### config.mk
export PLATFORM = sky130hd
export DESIGN_NAME = mux4_rr_arbiter
export DESIGN_NICKNAME = d
export VERILOG_FILES = /design/src/rtl/mux4_rr_arbiter.sv
export SDC_FILE = /design/constraint.sdc
export NUM_CORES = 1
export LEC_CHECK = 0
export BUFFER_PORTS_ARGS = -buffer_cell sky130_fd_sc_hd__buf_2
export CORE_MARGIN = 5
export CORE_UTILIZATION = 55
export CTS_CLUSTER_SIZE = 16
export DETAILED_ROUTE_END_ITERATION = 10
export GPL_TIMING_DRIVEN = 0
export HOLD_SLACK_MARGIN = 0.15
export PLACE_DENSITY = 0.87
export SLEW_MARGIN = 5
export SYNTH_ARGS = -nofsm -noshare
export SYNTH_HDL_FRONTEND = slang
export SYNTH_SLANG_ARGS = --single-unit
### constraint.sdc
create_clock -name clk -period 5.82 [get_ports clk]
set_clock_uncertainty 0.1 [all_clocks]
set_input_delay 0 -clock clk [delete_from_list [all_inputs] [get_ports clk]]
set_output_delay 0 -clock clk [all_outputs]
set_load 0.03 [all_outputs]
### src/rtl/mux4_rr_arbiter.sv
`default_nettype none
// ============================================================================
// Module      : mux4_rr_arbiter
// Description : Round-robin arbiter for four requesters sharing a 4:1 mux.
//               Grants one requester at a time, drives the mux select with
//               the owner's index. Optional hold-limit preemption is built
//               when the macro MUX4_ARB_HOLD_LIMIT_EN is defined.
// Revision    : 1.0 - initial release
// ============================================================================
module mux4_rr_arbiter #(
   parameter int MAX_HOLD = 8,
   parameter int HOLD_W   = 4
) (
   input  logic       clk,
   input  logic       rst,
   input  logic [3:0] req,
   output logic [3:0] gnt,
   output logic [1:0] s,
   output logic       busy,
   output logic       preempt
);

   localparam logic [0:0] IDLE  = 1'b0;
   localparam logic [0:0] GRANT = 1'b1;

   localparam logic [HOLD_W-1:0] HOLD_MAX = HOLD_W'(MAX_HOLD - 1);

   logic [0:0]        state;
   logic [0:0]        state_nxt;
   logic [1:0]        ptr;
   logic [HOLD_W-1:0] hold_cnt;

   logic [3:0]        owner_mask;
   logic [3:0]        others;
   logic              owner_req;
   logic              timeout;
   logic [2:0]        pick_all;
   logic [2:0]        pick_oth;

   logic              do_grant;
   logic              do_drop;
   logic              do_pre;
   logic [1:0]        grant_idx;

   // First set bit of v searching upward from p with wrap; {found, index}.
   function automatic logic [2:0] rr_pick(input logic [3:0] v, input logic [1:0] p);
      logic       found;
      logic [1:0] idx;
      logic [1:0] cand;
      found = 1'b0;
      idx   = 2'd0;
      for (int i = 0; i < 4; i++) begin
         cand = p + i[1:0];
         if (!found && v[cand]) begin
            found = 1'b1;
            idx   = cand;
         end
      end
      return {found, idx};
   endfunction

   // In GRANT the select register names the owner, so its mask comes from s.
   assign owner_mask = 4'b0001 << s;
   assign others     = req & ~owner_mask;
   assign owner_req  = |(req & owner_mask);
   assign pick_all   = rr_pick(req, ptr);
   assign pick_oth   = rr_pick(others, ptr);

`ifdef MUX4_ARB_HOLD_LIMIT_EN
   // Owner has used its full allowance and someone else is waiting.
   assign timeout = (hold_cnt == HOLD_MAX) && (|others);
`else
   assign timeout = 1'b0;
`endif

   // State register plus the registered grant/select/pointer datapath.
   always_ff @(posedge clk) begin
      if (rst) begin
         state    <= IDLE;
         gnt      <= 4'b0000;
         s        <= 2'd0;
         ptr      <= 2'd0;
         hold_cnt <= '0;
         preempt  <= 1'b0;
      end else begin
         state   <= state_nxt;
         preempt <= do_pre;
         if (do_grant) begin
            gnt      <= 4'b0001 << grant_idx;
            s        <= grant_idx;
            ptr      <= grant_idx + 2'd1;
            hold_cnt <= '0;
         end else if (do_drop) begin
            gnt      <= 4'b0000;
            hold_cnt <= '0;
         end else if ((state == GRANT) && (hold_cnt != HOLD_MAX)) begin
            hold_cnt <= hold_cnt + 1'b1;
         end
      end
   end

   // Next-state and grant decision: new grant, release handoff, or timeout.
   always_comb begin
      state_nxt = state;
      do_grant  = 1'b0;
      do_drop   = 1'b0;
      do_pre    = 1'b0;
      grant_idx = 2'd0;
      case (state)
         IDLE: begin
            if (pick_all[2]) begin
               do_grant  = 1'b1;
               grant_idx = pick_all[1:0];
               state_nxt = GRANT;
            end
         end
         GRANT: begin
            if (!owner_req) begin
               // Release wins over a coincident timeout; no preempt pulse.
               if (pick_oth[2]) begin
                  do_grant  = 1'b1;
                  grant_idx = pick_oth[1:0];
               end else begin
                  do_drop   = 1'b1;
                  state_nxt = IDLE;
               end
            end else if (timeout) begin
               do_grant  = 1'b1;
               do_pre    = 1'b1;
               grant_idx = pick_oth[1:0];
            end
         end
         default: state_nxt = IDLE;
      endcase
   end

   // Busy simply reflects a live grant.
   always_comb begin
      busy = |gnt;
   end

endmodule
`default_nettype wire

== After elaboration in Yosys (flattened, before gate mapping) ==
Index checks and enable logic that the tools add are counted.
Widths: inputs -> output; s select.
Word-level totals
  input port bits: 6
  output and inout bits: 8
  flip-flop bits (word level): 9
  logic and storage cells: 80
Cells by class
  reductions and logical operators: 15
  multiplexer cells: 47
  $add $sub $neg: 4
  shift-type cells: 2
  magnitude comparators: 4
  bitwise logic cells: 4
Operators by type and width (count)
  $mux 1: 23
  $mux 2: 11
  $bmux 1 s2: 8
  $lt 2x3->1 const B: 4
  $and 4x4->4: 2
  $mux 4: 2
  $reduce_or 4->1: 2
  $shl 1x2->4 const A: 2
  $logic_and 1x1->1: 6
  $logic_not 1->1: 6
  $add 2x1->2 const B: 2
  $add 2x2->2 const B: 2
  $not 4->4: 1
  $pmux 1 s2: 2
  $pmux 2 s2: 1
  $reduce_bool 2->1: 1
  $not 1->1: 1

== Longest topological paths before layout ==
Gate-level depths: netlist of run 1.
  word-level depth: 20
  gate-level depth with buffers: 9
  depth with buffers taken out: 8

== Least setup slack after synthesis of run 1 ==
OpenSTA, ideal clock, no wires.
  path kind: flip-flop to flip-flop
  start: reg s[0]
  end: reg gnt[2]
  path buffers: 1
  setup slack: 3.669 ns
  library setup time: 0.127 ns
  arrival: 1.923 ns
  cell stages (with the launch flop): 10
  data required time: 5.593 ns
  cells stage by stage: dfxtp_1 buf_4 nand4_1 a31oi_1 o221ai_1 a31oi_2 inv_1 ha_1 a22oi_1 nor2_1
On the way
  cells in the longest elaborated chain, start to end: 20
  elaborated cells between the ends (all ways): 39
  classes of those cells: shift: 2; mux: 26; bitwise: 3; reduce/logical: 8
Ends and longest elaborated chain
  start, declared: RTL line 18  | output logic [1:0] s,
  start signal, assigned: RTL line 90  | s <= grant_idx;
  $shl 1x2->4 *: RTL line 63  | assign owner_mask = 4'b0001 << s;
  $not 4->4: RTL line 64  | assign others = req & ~owner_mask;
  $and 4x4->4: RTL line 64
  $bmux 1 s2: RTL line 54  | if (!found && v[cand]) begin
  $mux 1 (not written as such): RTL line 54
  $mux 1: RTL line 54
  $logic_not 1->1: RTL line 54
  $logic_and 1x1->1: RTL line 54
  [5 not listed]
  $logic_and 1x1->1: RTL line 54
  $mux 2 / $mux 1 (equally long branches): RTL line 54
  $mux 2: RTL line 120  | if (pick_oth[2]) begin
  $mux 2 *: RTL line 118  | if (!owner_req) begin
  $pmux 2 s2 *: RTL line 109  | case (state)
  named net grant_idx[1]: RTL line 43  | logic [1:0] grant_idx;
  $shl 1x2->4 *: RTL line 89  | gnt <= 4'b0001 << grant_idx;
  $mux 4 *: RTL line 88  | if (do_grant) begin
  end signal, assigned: RTL line 89
  end, declared: RTL line 17  | output logic [3:0] gnt,
The timed path passes the listed nets; every way through them passes the cells marked *. The select of a mux whose other input is x is not followed.
A chain may end at the register's enable or synchronous reset.

== Worst setup path in the final report of run 1 ==
Same ends and word-level chain as after synthesis.

==> results of run 1 <==
==> synthesized netlist by cell type (2+ instances only) <==
master,number,area share
ha_1,2,0.031
buf_4,2,0.019
a21oi_1,8,0.050
o21a_1,2,0.019
o221ai_1,2,0.022
nand2_1,2,0.0094
buf_2,5,0.031
o21ai_0,3,0.019
a211oi_1,3,0.028
or3_1,2,0.016
a22oi_1,2,0.019
dfxtp_1,9,0.23
a31oi_1,3,0.024
nor2_1,12,0.057
nor2b_1,3,0.024
nand2b_1,2,0.016
nand3b_1,2,0.019
inv_1,6,0.028
==> cells by family after synthesis <==
logic type,count (synthesis),share of synthesized area
compound gates,34,0.362
simple gates,30,0.214
buf+inv,17,0.107
flops,9,0.226
mux,3,0.0550
fa+ha+maj,2,0.0314
other cells,1,0.00471
==> metrics by stage <==
| stage | hold WS, ns | power, mW | instances | util |
|---|---|---|---|---|
| 2_1_floorplan | 0.169 | 0.185 | 96 | - |
| 3_3_place_gp | 0.257 | 0.209 | 122 | 0.652 |
| 3_5_place_dp | 0.262 | 0.214 | 122 | 0.652 |
| 4_1_cts | 0.295 | 0.263 | 128 | 0.687 |
| 5_1_grt | 0.382 | 0.281 | 128 | 0.687 |
| 6_report | 0.330 | 0.266 | 128 | 0.687 |
==> layer usage <==
metal  vias up  routed length (um)
li1        387                   -
met1       383                 880
met2        62                1010
met3         2                 219
met4         0                  12
met5         -                   0
==> registers in the layout (all words and copies together) (netlist names) <==
register,cells
state,1
gnt,4
ptr,2
s,2
==> power groups by stage <==
| stage | clock [mW] | sequential [mW] | combinational, mW |
|---|---|---|---|
| detailed placement | 0 | 0.0795 | 0.135 |
| finish | 0.0478 | 0.0788 | 0.140 |
| floorplan | 0 | 0.0896 | 0.0950 |
| global placement | 0 | 0.0788 | 0.131 |
| CTS | 0.0480 | 0.0783 | 0.137 |
| global route | 0.0511 | 0.0800 | 0.150 |
==> path summary, 6_finish.rpt <==
check,start,to,cells after the start
worst max register to register,s[0],gnt[2],9
worst min-delay path,req[0],ptr[1],5
worst min register to register,gnt[2],gnt[2],2
worst max-delay path,s[0],gnt[2],9
==> final cells by class <==
class / instances / area, um2 / share of cell area
Timing Repair Buffer: 13 / 75.1 / 0.0820
Multi-Input combinational cell: 70 / 531 / 0.579
Sequential cell: 9 / 180 / 0.197
Buffer: 10 / 58.8 / 0.0642
Tap cell: 15 / 18.8 / 0.0205
Inverter: 7 / 26.3 / 0.0287
Clock buffer: 4 / 26.3 / 0.0287
==> timing repair <==
action	in CTS	in global routing
endpoints found under the setup margin	0	0
endpoints found under the hold margin	9	0
hold buffers	2	0
resized for setup	0	0
==> worst max-delay path, stage by stage, from the launching register on <==
cell and delay (ns):
dfxtp_1 0.47, buf_4 0.23, nand4_1 0.12, a31oi_1 0.20
o221ai_1 0.16, a31oi_2 0.34, inv_1 0.08, ha_1 0.20
a22oi_1 0.16, nor2_1 0.05
==> qor.yml, run 1 <==
status: "completed"
worstPathArrival_ns: 2.27
cts_made_buffers: 3
start_util: 0.597
h-tree-depth: 1
pwr-share-seq: 0.296
power_density_nw_per_um2: 291
worstSetupStartpointType: "register"
p_sw_mw: 0.115
clock_power_share: 0.180
coreArea_um2: 1330
place_area_um2: 870
die_area_um2: 2310
dp_hpwl_um: 1440
synth_cells: 96
tightestPinTransition_ns: 0.494
post_cts_buffers: 0
worst-path-max-fanout: 10
p_sw_frac: 0.432
yosysWarnings: 0
grt_overflow: 0
ant_nets: 0
design_area_um2: 916
grt_pass1_wl_um: 3480
cts-root-buf: "clkbuf_4"
async_flop_share: 0
fin_ws_ns: 3.59
rsz0062_at_grt: "false"
synth_nets: 104
drive_above_1_share: 0.319
final_nets: 122
layout_commonest_cell: "buf_2"
clk_pin_slew_ns: 0.06
busiest_layer: "met2"
antenna_cells: 0
antenna_found_initial: 0
placementRows: 13
p_int_mw: 0.151
ys_seq_elements: 9
crit_path_end_kind: "register"
timing.final.crit_share: 0.383
p_leak_nw: 0.378
worstSkewPairLatency_ns: 0.25
fp.dieW_um: 48.0
post_drt_via_cell_ratio: 6.52
ys_types: 44
netlist_area_um2: 796
grt_pass1_vias: 742
rrSetupSlack_ns: 3.59
cts_sinks: 9
grt_use_met1: 0.294
port_buffers: 11
synthFlopType: "dfxtp_1"
area_delta_synth_final_pct: 15.1
ys_seq_area_frac: 0.226
slew_headroom: 0.668
slew_viol_final: 0
clockBufferDepth: 2
io_pins: 14
place_ws_ns: 3.65
drt_iter0_drc: 34
use_met3: 0.0376
comb_power_share: 0.525
fmax_mhz: 448
vias: 834
fillers: 117
hold_path_class: "primary input to register"
fin_crit_ns: 2.23
drc: 0
gp_congestion: 0.827
vdd_drop_max_mv: 0.200
die_height_um: 48.0
required_ns: 5.85
dr.pass1.iters: 4
grt_max_degree: 11
gr-usage-met2: 0.343
finalSetupViolations: 0
mostFrequentLayoutCells: "buf_2, nor2_1, dfxtp_1"
critPathKind: "register to register"
tns_ns: 0
cts_tree: "done"
synth_edf_count: 0
syn_avg_cell_area_um2: 8.29
cap_viol_max_count: 0
finalWirelength_um: 2120
post_drt_wl_per_cell_um: 16.6
groute.usage.overall: 0.214
finalHoldViolCount: 0
Note: power is estimated with default switching activity, not from simulation.
==> run 2: changes to the inputs <==
--- a/config.mk
+++ b/config.mk
@@ -7,12 +7,12 @@
 export LEC_CHECK = 0
 export BUFFER_PORTS_ARGS = -buffer_cell sky130_fd_sc_hd__buf_2
 export CORE_MARGIN = 5
-export CORE_UTILIZATION = 55
+export CORE_UTILIZATION = 48
 export CTS_CLUSTER_SIZE = 16
 export DETAILED_ROUTE_END_ITERATION = 10
 export GPL_TIMING_DRIVEN = 0
 export HOLD_SLACK_MARGIN = 0.15
-export PLACE_DENSITY = 0.87
+export PLACE_DENSITY = 0.81
 export SLEW_MARGIN = 5
 export SYNTH_ARGS = -nofsm -noshare
 export SYNTH_HDL_FRONTEND = slang
==> constraint.sdc (replaced) <==
create_clock -name clk -period 1.9 [get_ports clk]
set_clock_uncertainty 0.1 [all_clocks]
set_input_delay 0 -clock clk [delete_from_list [all_inputs] [get_ports clk]]
set_output_delay 0 -clock clk [all_outputs]
set_load 0.03 [all_outputs]
==> run 2 against run 1 <==
- the run now ends with negative setup slack left
- sequential share of layout area fell by 4.2 points
- worst setup slack got worse by 3.7 ns
- worst hold slack got worse by 0.14 ns
- non-clock buffer count rose by 15
- wire length rose by 41%
- die area rose by 11%
- sequential power rose to 3.4 times the previous value
- critical endpoint is now gnt[1]
- largest power group unchanged
==> qor.yml, run 2 (same netlist as run 1, synthesis figures left out) <==
status: "finished with violations"
violations: "negative setup slack"
drt_iter0_drc: 124  # +260%
antenna_cells: 0  # unchanged
post_drt_via_cell_ratio: 6.69  # +2.7%
tns_ns: -0.682  # -0.682 ns
grt_overflow: 0  # unchanged
gp_congestion: 0.854  # +3.4%
grt_pass1_wl_um: 4070  # +17%
area_delta_synth_final_pct: 55.8
worst-path-max-fanout: 6  # -4
clock_power_share: 0.134  # -0.046
dp_hpwl_um: 1380  # -3.7%
fin_crit_ns: 2.05  # -0.178 ns
p_int_mw: 0.636  # +320%
clockBufferDepth: 2  # unchanged
cts_sinks: 9  # unchanged
ant_nets: 0  # unchanged
drc: 0  # unchanged
grt_pass1_vias: 816  # +10%
worstSkewPairLatency_ns: 0.26  # about the same
crit_path_end_kind: "register"
utilization: 0.804  # +0.118
cts_tree: "done"
dp.cells: 123  # +0.82%
critPathKind: "register to register"
cts-root-buf: "clkbuf_4"
path_buf_inv: 4  # +2
post_drt_wl_per_cell_um: 20.8  # +25%
h-tree-depth: 1  # unchanged
finalSetupViolations: 6  # +6
fin_ws_ns: -0.153  # -3.74 ns
reg.largest.list: "gnt: 4 flops, ptr: 2 flops, s: 2 flops"
antenna_found_initial: 0  # unchanged
layout_commonest_cell: "buf_2"
critPathMaxStageDelay_ns: 0.38  # -0.09 ns
slew_viol_final: 0  # unchanged
cap_viol_max_count: 0  # unchanged
vias: 964  # +16%
seq_area_um2: 191  # +6.3%
p_leak_nw: 0.487  # +29%
fp.dieW_um: 50.7  # +5.6%
placementRows: 14  # +1
final_nets: 137  # +12%
mostFrequentLayoutCells: "buf_2, nor2_1, buf_6"
fmax_mhz: 487  # +8.7%
critical_path.cell_chain: "buf_8 -> clkinvlp_4 -> buf_6 -> a221oi_4 -> nor3_4 -> a31oi_4 -> inv_2 -> ha_4 -> a22oi_2 -> nor2_1"
groute.usage.overall: 0.199  # -0.0141
clk_pin_slew_ns: 0.06  # about the same
finalHoldViolCount: 0  # unchanged
grt_max_degree: 11  # unchanged
coreArea_um2: 1540  # +16%
p_sw_frac: 0.427  # -0.00461
design_area_um2: 1240  # +35%
comb_power_share: 0.628  # +0.103
rsz0062_at_grt: "true"
critical-path-top-delay-family: "compound AO/OA/AOI/OAI gates"
timing.final.crit_share: 1.08  # +0.697
required_ns: 1.94  # -3.91 ns
io_pins: 14  # unchanged
die_area_um2: 2570  # +11%
finalWirelength_um: 2990  # +41%
die_height_um: 50.7  # +5.6%
hold_path_class: "primary input to register"
instances_no_fill: 144  # +13%
top_register: "gnt"
worstSetupStartpointType: "register"
pwr-share-seq: 0.238  # -0.058
p_sw_mw: 0.475  # +310%
place_area_um2: 888  # +2.2%
multi_input_area_um2: 667  # +26%
cp_slowest_cell: "dfxtp_4"
fillers: 81  # -31%
vdd_drop_max_mv: 0.685  # +240%
dr.pass1.iters: 4  # unchanged
drive_above_1_share: 0.578  # +0.260
port_buffers: 11  # unchanged
largest_register_ffs: 4  # unchanged
power_density_nw_per_um2: 896  # +210%
power_mw: 1.11  # +320%
worstPathArrival_ns: 2.09  # -0.18 ns
cts_made_buffers: 3  # unchanged
start_util: 0.516  # -0.0804
run 2: worst register-to-register path: cells and delay by family (launching register included):
| family | cells | cell delay, ns |
|---|---|---|
| AO/OA/AOI/OAI | 3 | 0.62 |
| adder cells (fa/ha/maj) | 1 | 0.17 |
| buffers and inverters | 4 | 0.52 |
| flip-flops | 1 | 0.38 |
| AND/OR/NAND/NOR | 2 | 0.14 |
run 2: routing by layer:
metal  track usage  wire length, um  vias up
li1              -                -      416
met1         0.244             1210      454
met2         0.347             1370       76
met3        0.0473              328       18
met4        0.0468               87        0
met5             0                0        -
run 2: path summary, 6_finish.rpt:
check,start,slack (ns),to,cells after the start
max,s[1],-0.15,gnt[1],10
min reg2reg,gnt[3],0.43,gnt[3],2
min,req[1],0.19,state,4
max reg2reg,s[1],-0.15,gnt[1],10
run 2: power groups by stage:
stage	sequential, mW	combinational [mW]	clock (mW)
3_5_place_dp	0.247	0.418	0
4_1_cts	0.253	0.565	0.148
2_1_floorplan	0.279	0.297	0
6_report	0.264	0.698	0.149
3_3_place_gp	0.246	0.407	0
5_1_grt	0.268	0.738	0.163
run 2: stage by stage:
stage	hold WS, ns	worst slack (ns)
finish	0.195	-0.153
global route	0.241	-0.275
CTS	0.157	-0.0222
detailed placement	0.271	-0.233
global placement	0.254	-0.178
floorplan	0.169	0.0171
run 2: layout make-up:
| type | count | share of cell area |
|---|---|---|
| buffer | 9 | 0.0605 |
| clock buffer | 4 | 0.0212 |
| inverter | 7 | 0.0242 |
| multi-input combinational | 70 | 0.538 |
| sequential | 9 | 0.154 |
| tap | 16 | 0.0161 |
| timing repair buffer | 29 | 0.186 |
run 2: repair_timing:
action	in CTS	in global routing
gates resized for setup	22	14
pin swaps	11	13
gates cloned	1	2
setup buffers	9	5
endpoints found under the hold margin	9	0
endpoints found under the setup margin	4	8
hold buffers	2	0
